<file path="src/rtl/data_mover_bram_ncore.sv">
// Streams words from a source BRAM, splits each word into NUM_CORE operand lanes (a*b or a+b)
// and writes packed lane results to a destination BRAM. Define DATA_MOVER_ACC_EN for per-lane accumulation.
module data_mover_bram_ncore #(
  parameter int CNT_BIT       = 31,
  parameter int AWIDTH        = 12,
  parameter int MEM_SIZE      = 4096,
  parameter int IN_DATA_WIDTH = 8,
  parameter int NUM_CORE      = 2,
  parameter int DWIDTH        = NUM_CORE * 2 * IN_DATA_WIDTH
) (
  input  logic               clk,
  input  logic               reset_n,
  input  logic               i_run,
  input  logic [CNT_BIT-1:0] i_num_cnt,
  input  logic               i_mode,
  input  logic [AWIDTH-1:0]  i_src_base,
  input  logic [AWIDTH-1:0]  i_dst_base,
  output logic               o_idle,
  output logic               o_read,
  output logic               o_write,
  output logic               o_done,
  output logic [AWIDTH-1:0]  addr_b0,
  output logic               ce_b0,
  output logic               we_b0,
  input  logic [DWIDTH-1:0]  q_b0,
  output logic [DWIDTH-1:0]  d_b0,
  output logic [AWIDTH-1:0]  addr_b1,
  output logic               ce_b1,
  output logic               we_b1,
  input  logic [DWIDTH-1:0]  q_b1,
  output logic [DWIDTH-1:0]  d_b1
);

  localparam int W = IN_DATA_WIDTH;

  typedef enum logic [1:0] {S_IDLE, S_RUN, S_DONE} state_t;

  state_t              r_state;
  state_t              w_next;
  logic [CNT_BIT-1:0]  r_cnt;
  logic [CNT_BIT-1:0]  r_rd_cnt;
  logic [CNT_BIT-1:0]  r_wr_cnt;
  logic                r_mode;
  logic [AWIDTH-1:0]   r_src_base;
  logic [AWIDTH-1:0]   r_dst_base;
  logic                r_rd_vld;
  logic                r_we;
  logic [AWIDTH-1:0]   r_wr_addr;
  logic [DWIDTH-1:0]   r_wr_data;
  logic                w_start;
  logic                w_rd_en;
  logic                w_last_wr;
  logic [DWIDTH-1:0]   w_result;
  logic                w_unused;

  assign w_start   = (r_state == S_IDLE) && i_run;
  assign w_rd_en   = (r_state == S_RUN) && (r_rd_cnt < r_cnt);
  // r_wr_cnt is bumped on the edge that raises r_we, so it equals r_cnt during the final write
  assign w_last_wr = r_we && (r_wr_cnt == r_cnt);

  always_ff @(posedge clk or negedge reset_n) begin
    if (!reset_n) r_state <= S_IDLE;
    else          r_state <= w_next;
  end

  always_comb begin
    w_next = r_state;
    case (r_state)
      S_IDLE:  if (i_run) w_next = (i_num_cnt == '0) ? S_DONE : S_RUN;
      S_RUN:   if (w_last_wr) w_next = S_DONE;
      S_DONE:  w_next = S_IDLE;
      default: w_next = S_IDLE;
    endcase
  end

  always_ff @(posedge clk or negedge reset_n) begin
    if (!reset_n) begin
      r_cnt      <= '0;
      r_rd_cnt   <= '0;
      r_wr_cnt   <= '0;
      r_mode     <= 1'b0;
      r_src_base <= '0;
      r_dst_base <= '0;
      r_rd_vld   <= 1'b0;
      r_we       <= 1'b0;
      r_wr_addr  <= '0;
      r_wr_data  <= '0;
    end else begin
      r_rd_vld <= w_rd_en;
      r_we     <= r_rd_vld;
      if (w_start) begin
        r_cnt      <= i_num_cnt;
        r_mode     <= i_mode;
        r_src_base <= i_src_base;
        r_dst_base <= i_dst_base;
        r_rd_cnt   <= '0;
        r_wr_cnt   <= '0;
      end else begin
        if (w_rd_en) r_rd_cnt <= r_rd_cnt + CNT_BIT'(1);
        if (r_rd_vld) begin
          r_wr_data <= w_result;
          r_wr_addr <= r_dst_base + r_wr_cnt[AWIDTH-1:0];
          r_wr_cnt  <= r_wr_cnt + CNT_BIT'(1);
        end
      end
    end
  end

  for (genvar g = 0; g < NUM_CORE; g++) begin : g_lane
    logic [W-1:0]   w_a;
    logic [W-1:0]   w_b;
    logic [2*W-1:0] w_op;
    logic [2*W-1:0] w_res;

    assign w_a  = q_b0[DWIDTH-1-2*W*g -: W];
    assign w_b  = q_b0[DWIDTH-1-W-2*W*g -: W];
    assign w_op = r_mode ? ({{W{1'b0}}, w_a} + {{W{1'b0}}, w_b})
                         : ({{W{1'b0}}, w_a} * {{W{1'b0}}, w_b});

`ifdef DATA_MOVER_ACC_EN
    logic [2*W-1:0] r_acc;

    assign w_res = r_acc + w_op;

    always_ff @(posedge clk or negedge reset_n) begin
      if (!reset_n)      r_acc <= '0;
      else if (w_start)  r_acc <= '0;
      else if (r_rd_vld) r_acc <= w_res;
    end
`else
    assign w_res = w_op;
`endif

    assign w_result[DWIDTH-1-2*W*g -: 2*W] = w_res;
  end

  assign o_idle  = (r_state == S_IDLE);
  assign o_done  = (r_state == S_DONE);
  assign ce_b0   = w_rd_en;
  assign o_read  = w_rd_en;
  assign addr_b0 = w_rd_en ? (r_src_base + r_rd_cnt[AWIDTH-1:0]) : '0;
  assign we_b0   = 1'b0;
  assign d_b0    = '0;
  assign ce_b1   = r_we;
  assign we_b1   = r_we;
  assign o_write = r_we;
  assign addr_b1 = r_wr_addr;
  assign d_b1    = r_wr_data;

  assign w_unused = (^q_b1) ^ (MEM_SIZE == 0);

endmodule

</file>
<file path="config.mk">
export PLATFORM = sky130hd
export DESIGN_NAME = data_mover_bram_ncore
export DESIGN_NICKNAME = d
export VERILOG_FILES = /design/src/rtl/data_mover_bram_ncore.sv
export SDC_FILE = /design/constraint.sdc
export NUM_CORES = 1
export LEC_CHECK = 0
export ABC_CLOCK_PERIOD_IN_PS = 3100
export BUFFER_PORTS_ARGS = -buffer_cell sky130_fd_sc_hd__buf_2
export CAP_MARGIN = 20
export CORE_ASPECT_RATIO = 1.5
export CORE_MARGIN = 2
export CORE_UTILIZATION = 29
export CTS_CLUSTER_DIAMETER = 100
export DETAILED_ROUTE_END_ITERATION = 10
export SLEW_MARGIN = 20
export SYNTH_ARGS = -nofsm -noshare
export SYNTH_HDL_FRONTEND = slang
export SYNTH_SLANG_ARGS = --single-unit
</file>
<file path="constraint.sdc">
create_clock -name clk -period 3.1 [get_ports clk]
set_clock_uncertainty 0.1 [all_clocks]
set_input_delay 0.62 -clock clk [delete_from_list [all_inputs] [get_ports clk]]
set_output_delay 0.62 -clock clk [all_outputs]
set_load 0.03 [all_outputs]
</file>
==> qor.txt <==
status -> complete, but fails checks
violated checks -> negative setup slack
# H-tree levels -> 4
Core Rows -> 98
EDFF count, synth -> 0
max-cap violations -> 0
Starting Density -> 29.44%
switching share of total power -> 35.96%
die height -> 273.5 um
Worst slew margin -> 52.06%
RR Startpoint -> r_cnt[22]$_DFFE_PN0P_
Post-Layout Inst Area -> 19,040 um^2
Core ar. -> 47,700 um^2
PnR Total Power -> 8.659 mW
Ports -> 219
final max-slew violation count -> 0
Port-buffer cells -> 153
via count -> 12,190
Die Span X -> 183.7 um
leakage -> 9.135 nW
Root Driver -> clkbuf_16
PwrDens -> 454.7 nW/um^2
Clk pin slew, worst setup/hold paths -> 0.06 ns
Placed Instance Area -> 17,220 um^2
CP max stage delay -> 0.53 ns
Least-Margin Pin Slew -> 0.7125 ns
First-pass DRT Iterations -> 5
reg2reg path depth -> 13
Synth Flop Type -> dfrtp_1
r2r setup slk -> 0.09 ns
WS Path Type -> in -> reg
Routed wire per std cell -> 16.50 um
fmax -> 234.1 MHz
switching power -> 3.113 mW
Syn. warnings -> 0
global-route usage over all layers -> 17.21%
asr flop ratio synth -> 100.0%
final setup vio count -> 36
crit path DAT -> 4.51 ns
Clock power frac -> 24.5%
clock sink count -> 166
Critical Path Sink -> d_b1[15]$_DFFE_PN0P_
utilization after layout -> 39.93%
post-synthesis sequential area ratio -> 29.58%
Seq cells post-synth -> 166
Critical Path Fanout Max -> 5
WHS -> 0.03247 ns
CP endpoint kind -> flop
fraction of layout instances using a drive strength above 1 -> 31.00%
fin cells -> 2,546
Final ANT Viol Nets -> 0
worst skew pair latency -> 0.45 ns
HPWL after detailed placement -> 33,440 um
fin crit period -> 4.271 ns
WL final -> 42,000 um
Worst Slack Setup Final -> -1.171 ns
Slowest-stage cell, CP -> fa_1
residual DRC count -> 0
Iter 0 DRT Violations -> 442
number of global-route vias before repair -> 13,050
Final TNS setup -> -21.91 ns
RSZ-0062 raised after global routing -> true
Critical Path Source -> q_b0[12]
critical path data required time -> 3.33 ns
Tcrit/Tclk final -> 137.8%
largest net degree at the start of global routing -> 67
combinational share of power -> 49.7%
total grt overflow -> 0
number of cells after detailed placement -> 2,492
cell count after synthesis -> 1,577
peak supply drop -> 0.3854 mV
Final Wtd Congestion -> 0.8730
Reg area -> 4154 um^2
Syn Area/Cell -> 8.906 um^2
Netlist Area Pre-Place -> 14,040 um^2
number of filler instances in the final layout -> 4,622
Die ar. -> 50,240 um^2
Crit path top cell by count -> fa_1
multi-input logic area -> 10,050 um^2
Hold Path Class -> in -> async
final hold vios -> 0
Place WS -> -1.832 ns
Total Nets Final -> 2,273
R2R Path End -> r_rd_cnt[12]$_DFFE_PN0P_
CTS tree -> built
initial antenna violation count -> 2
Syn-to-layout area delta -> 35.60%
CTS buffer count -> 17
Clock Path Buffers -> 2
global-route wire length before repair -> 67,660 um
Pint -> 5.546 mW
vias per cell -> 4.789
sequential power share -> 25.8%
startpoint types -> input port
Yosys cell types -> 66
CP Cell Sequence -> buf_8 -> buf_6 -> and2_4 -> fa_1 -> fa_1 -> fa_1 -> inv_1 -> fa_1 -> inv_2 -> ha_4 -> o41a_1 -> a41o_1 -> o41ai_2 -> xnor2_1 -> a22o_1
[state kept, by name, summed over array words and instances, names as in the netlist]
register / cells
r_wr_cnt: 31
r_rd_vld: 1
r_src_base: 12
d_b1: 32
r_rd_cnt: 31
addr_b1: 12
r_cnt: 31
r_state: 2
ce_b1: 1
r_dst_base: 12
r_mode: 1
[final cells by class]
class / instances / area share, %
Clock inverter: 12 / 0.6176
Timing Repair Buffer: 379 / 15.32
Inverter: 156 / 3.114
Multi-Input combinational cell: 1212 / 52.78
Antenna cell: 1 / 0.01314
Sequential cell: 166 / 21.81
Clock buffer: 20 / 2.398
Tap cell: 600 / 3.942
[cell usage after synthesis (3+ instances only)]
cell       count  area [um^2]
and3_1        23        143.9
o21bai_1       5        37.54
ha_1         142         1777
nand4_1       23        143.9
buf_2          4        20.02
a21o_1        10        75.07
or4_1          5        37.54
and2_1        94        588.1
nor4_1        26        162.7
nor2b_1       12        75.07
or3_1          8        50.05
a21oi_1       51        255.2
xnor2_1       52        455.4
nand2_1      216        810.8
nor4b_1        4        35.03
mux2i_1        9        90.09
a31o_2         3        26.28
nor3_1        34        170.2
buf_4         36        270.3
clkbuf_1      32        120.1
nand3_1       26        130.1
dfrtp_1      166         4154
o31ai_1        9        67.56
nor2_1       106        397.9
o21a_1        15        112.6
a22o_1        14        122.6
a21boi_0       3        22.52
a2111oi_0      4        35.03
a211oi_1      10        75.07
xor2_1        61        534.3
fa_1          76         1521
inv_1        155        581.8
a211o_1        3        26.28
a22oi_1        3        22.52
o21ai_0       80        400.4
o41ai_1        5        43.79
and4_1         4        35.03
nand2b_1       9        56.30
a221o_1        4        40.04
[cell families (layout without fill, tap and decap cells)]
family / after synthesis / after routing / synth area share [%]
other cells: 1 / 34 / 0.02670
simple gates: 596 / 596 / 20.53
compound gates: 243 / 243 / 11.42
fa+ha+maj: 218 / 218 / 23.48
buf+inv: 231 / 567 / 7.278
xor+xnor: 113 / 113 / 7.047
mux: 9 / 9 / 0.6415
flops: 166 / 166 / 29.58
[how the worst min path moves through the flow]
stage | start | end | slack [ns]
2_1_floorplan | reset_n | addr_b1[0]$_DFFE_PN0P_ | 0.22
3_3_place_gp | r_state[1]$_DFFE_PN0P_ | r_state[1]$_DFFE_PN0P_ | 0.35
3_5_place_dp | addr_b1[11]$_DFFE_PN0P_ | addr_b1[11]$_DFFE_PN0P_ | 0.37
4_1_cts | reset_n | d_b1[11]$_DFFE_PN0P_ | 0.03
5_1_grt | reset_n | d_b1[11]$_DFFE_PN0P_ | 0.06
6_report | reset_n | d_b1[9]$_DFFE_PN0P_ | 0.03
[per-layer routing]
layer  part of all wire, %  vias to the layer above  global-route usage, %
li1                      -                     5967                      -
met1                    38                     5905                  18.64
met4                   3.5                        2                  7.095
met2                    55                      244                  33.16
met5                 0.031                        -                      0
met3                   3.2                       74                  2.302
[worst max-delay path: cells and delay by family]
kind            cells  cell delay (ns)
compound gates      4             1.15
xor+xnor            1             0.11
fa+ha+maj           5             2.13
buf+inv             4             0.33
simple gates        1             0.15
[repair_timing]
action,4_1_cts,5_1_grt
pin swaps,62,55
buffers inserted,12,14
endpoints found under the setup margin,45,41
gates resized for setup,196,65
hold buffers,0,0
[power groups by stage]
stage | Combinational (mW) | Sequential, mW | Clock, mW
2_1_floorplan | 2.09 | 2.35 | 0
3_3_place_gp | 3.20 | 2.27 | 0
3_5_place_dp | 3.22 | 2.27 | 0
4_1_cts | 3.76 | 2.23 | 2.18
5_1_grt | 4.74 | 2.23 | 2.28
6_report | 4.31 | 2.23 | 2.12
[placed cells by master, fill, tap and decap left out, types with 11 or more instances in the layout]
master and count:
nand2_1 206, buf_4 202, dfrtp_1 166, inv_1 131
buf_2 113, ha_1 109, nor2_1 87, and2_1 65
fa_1 65, o21ai_0 64, xor2_1 61, buf_6 48
xnor2_1 45, a21oi_1 39, conb_1 33, ha_4 30
and2_4 29, nor3_1 27, nor4_1 25, nand3_1 24
nand4_1 23, inv_2 23, and3_1 22, clkbuf_16 17
o21a_1 15, a22o_1 14, nor2_4 12, a21oi_2 11
fa_2 11, buf_12 11
No activity file was read; power rests on OpenSTA's default activity.
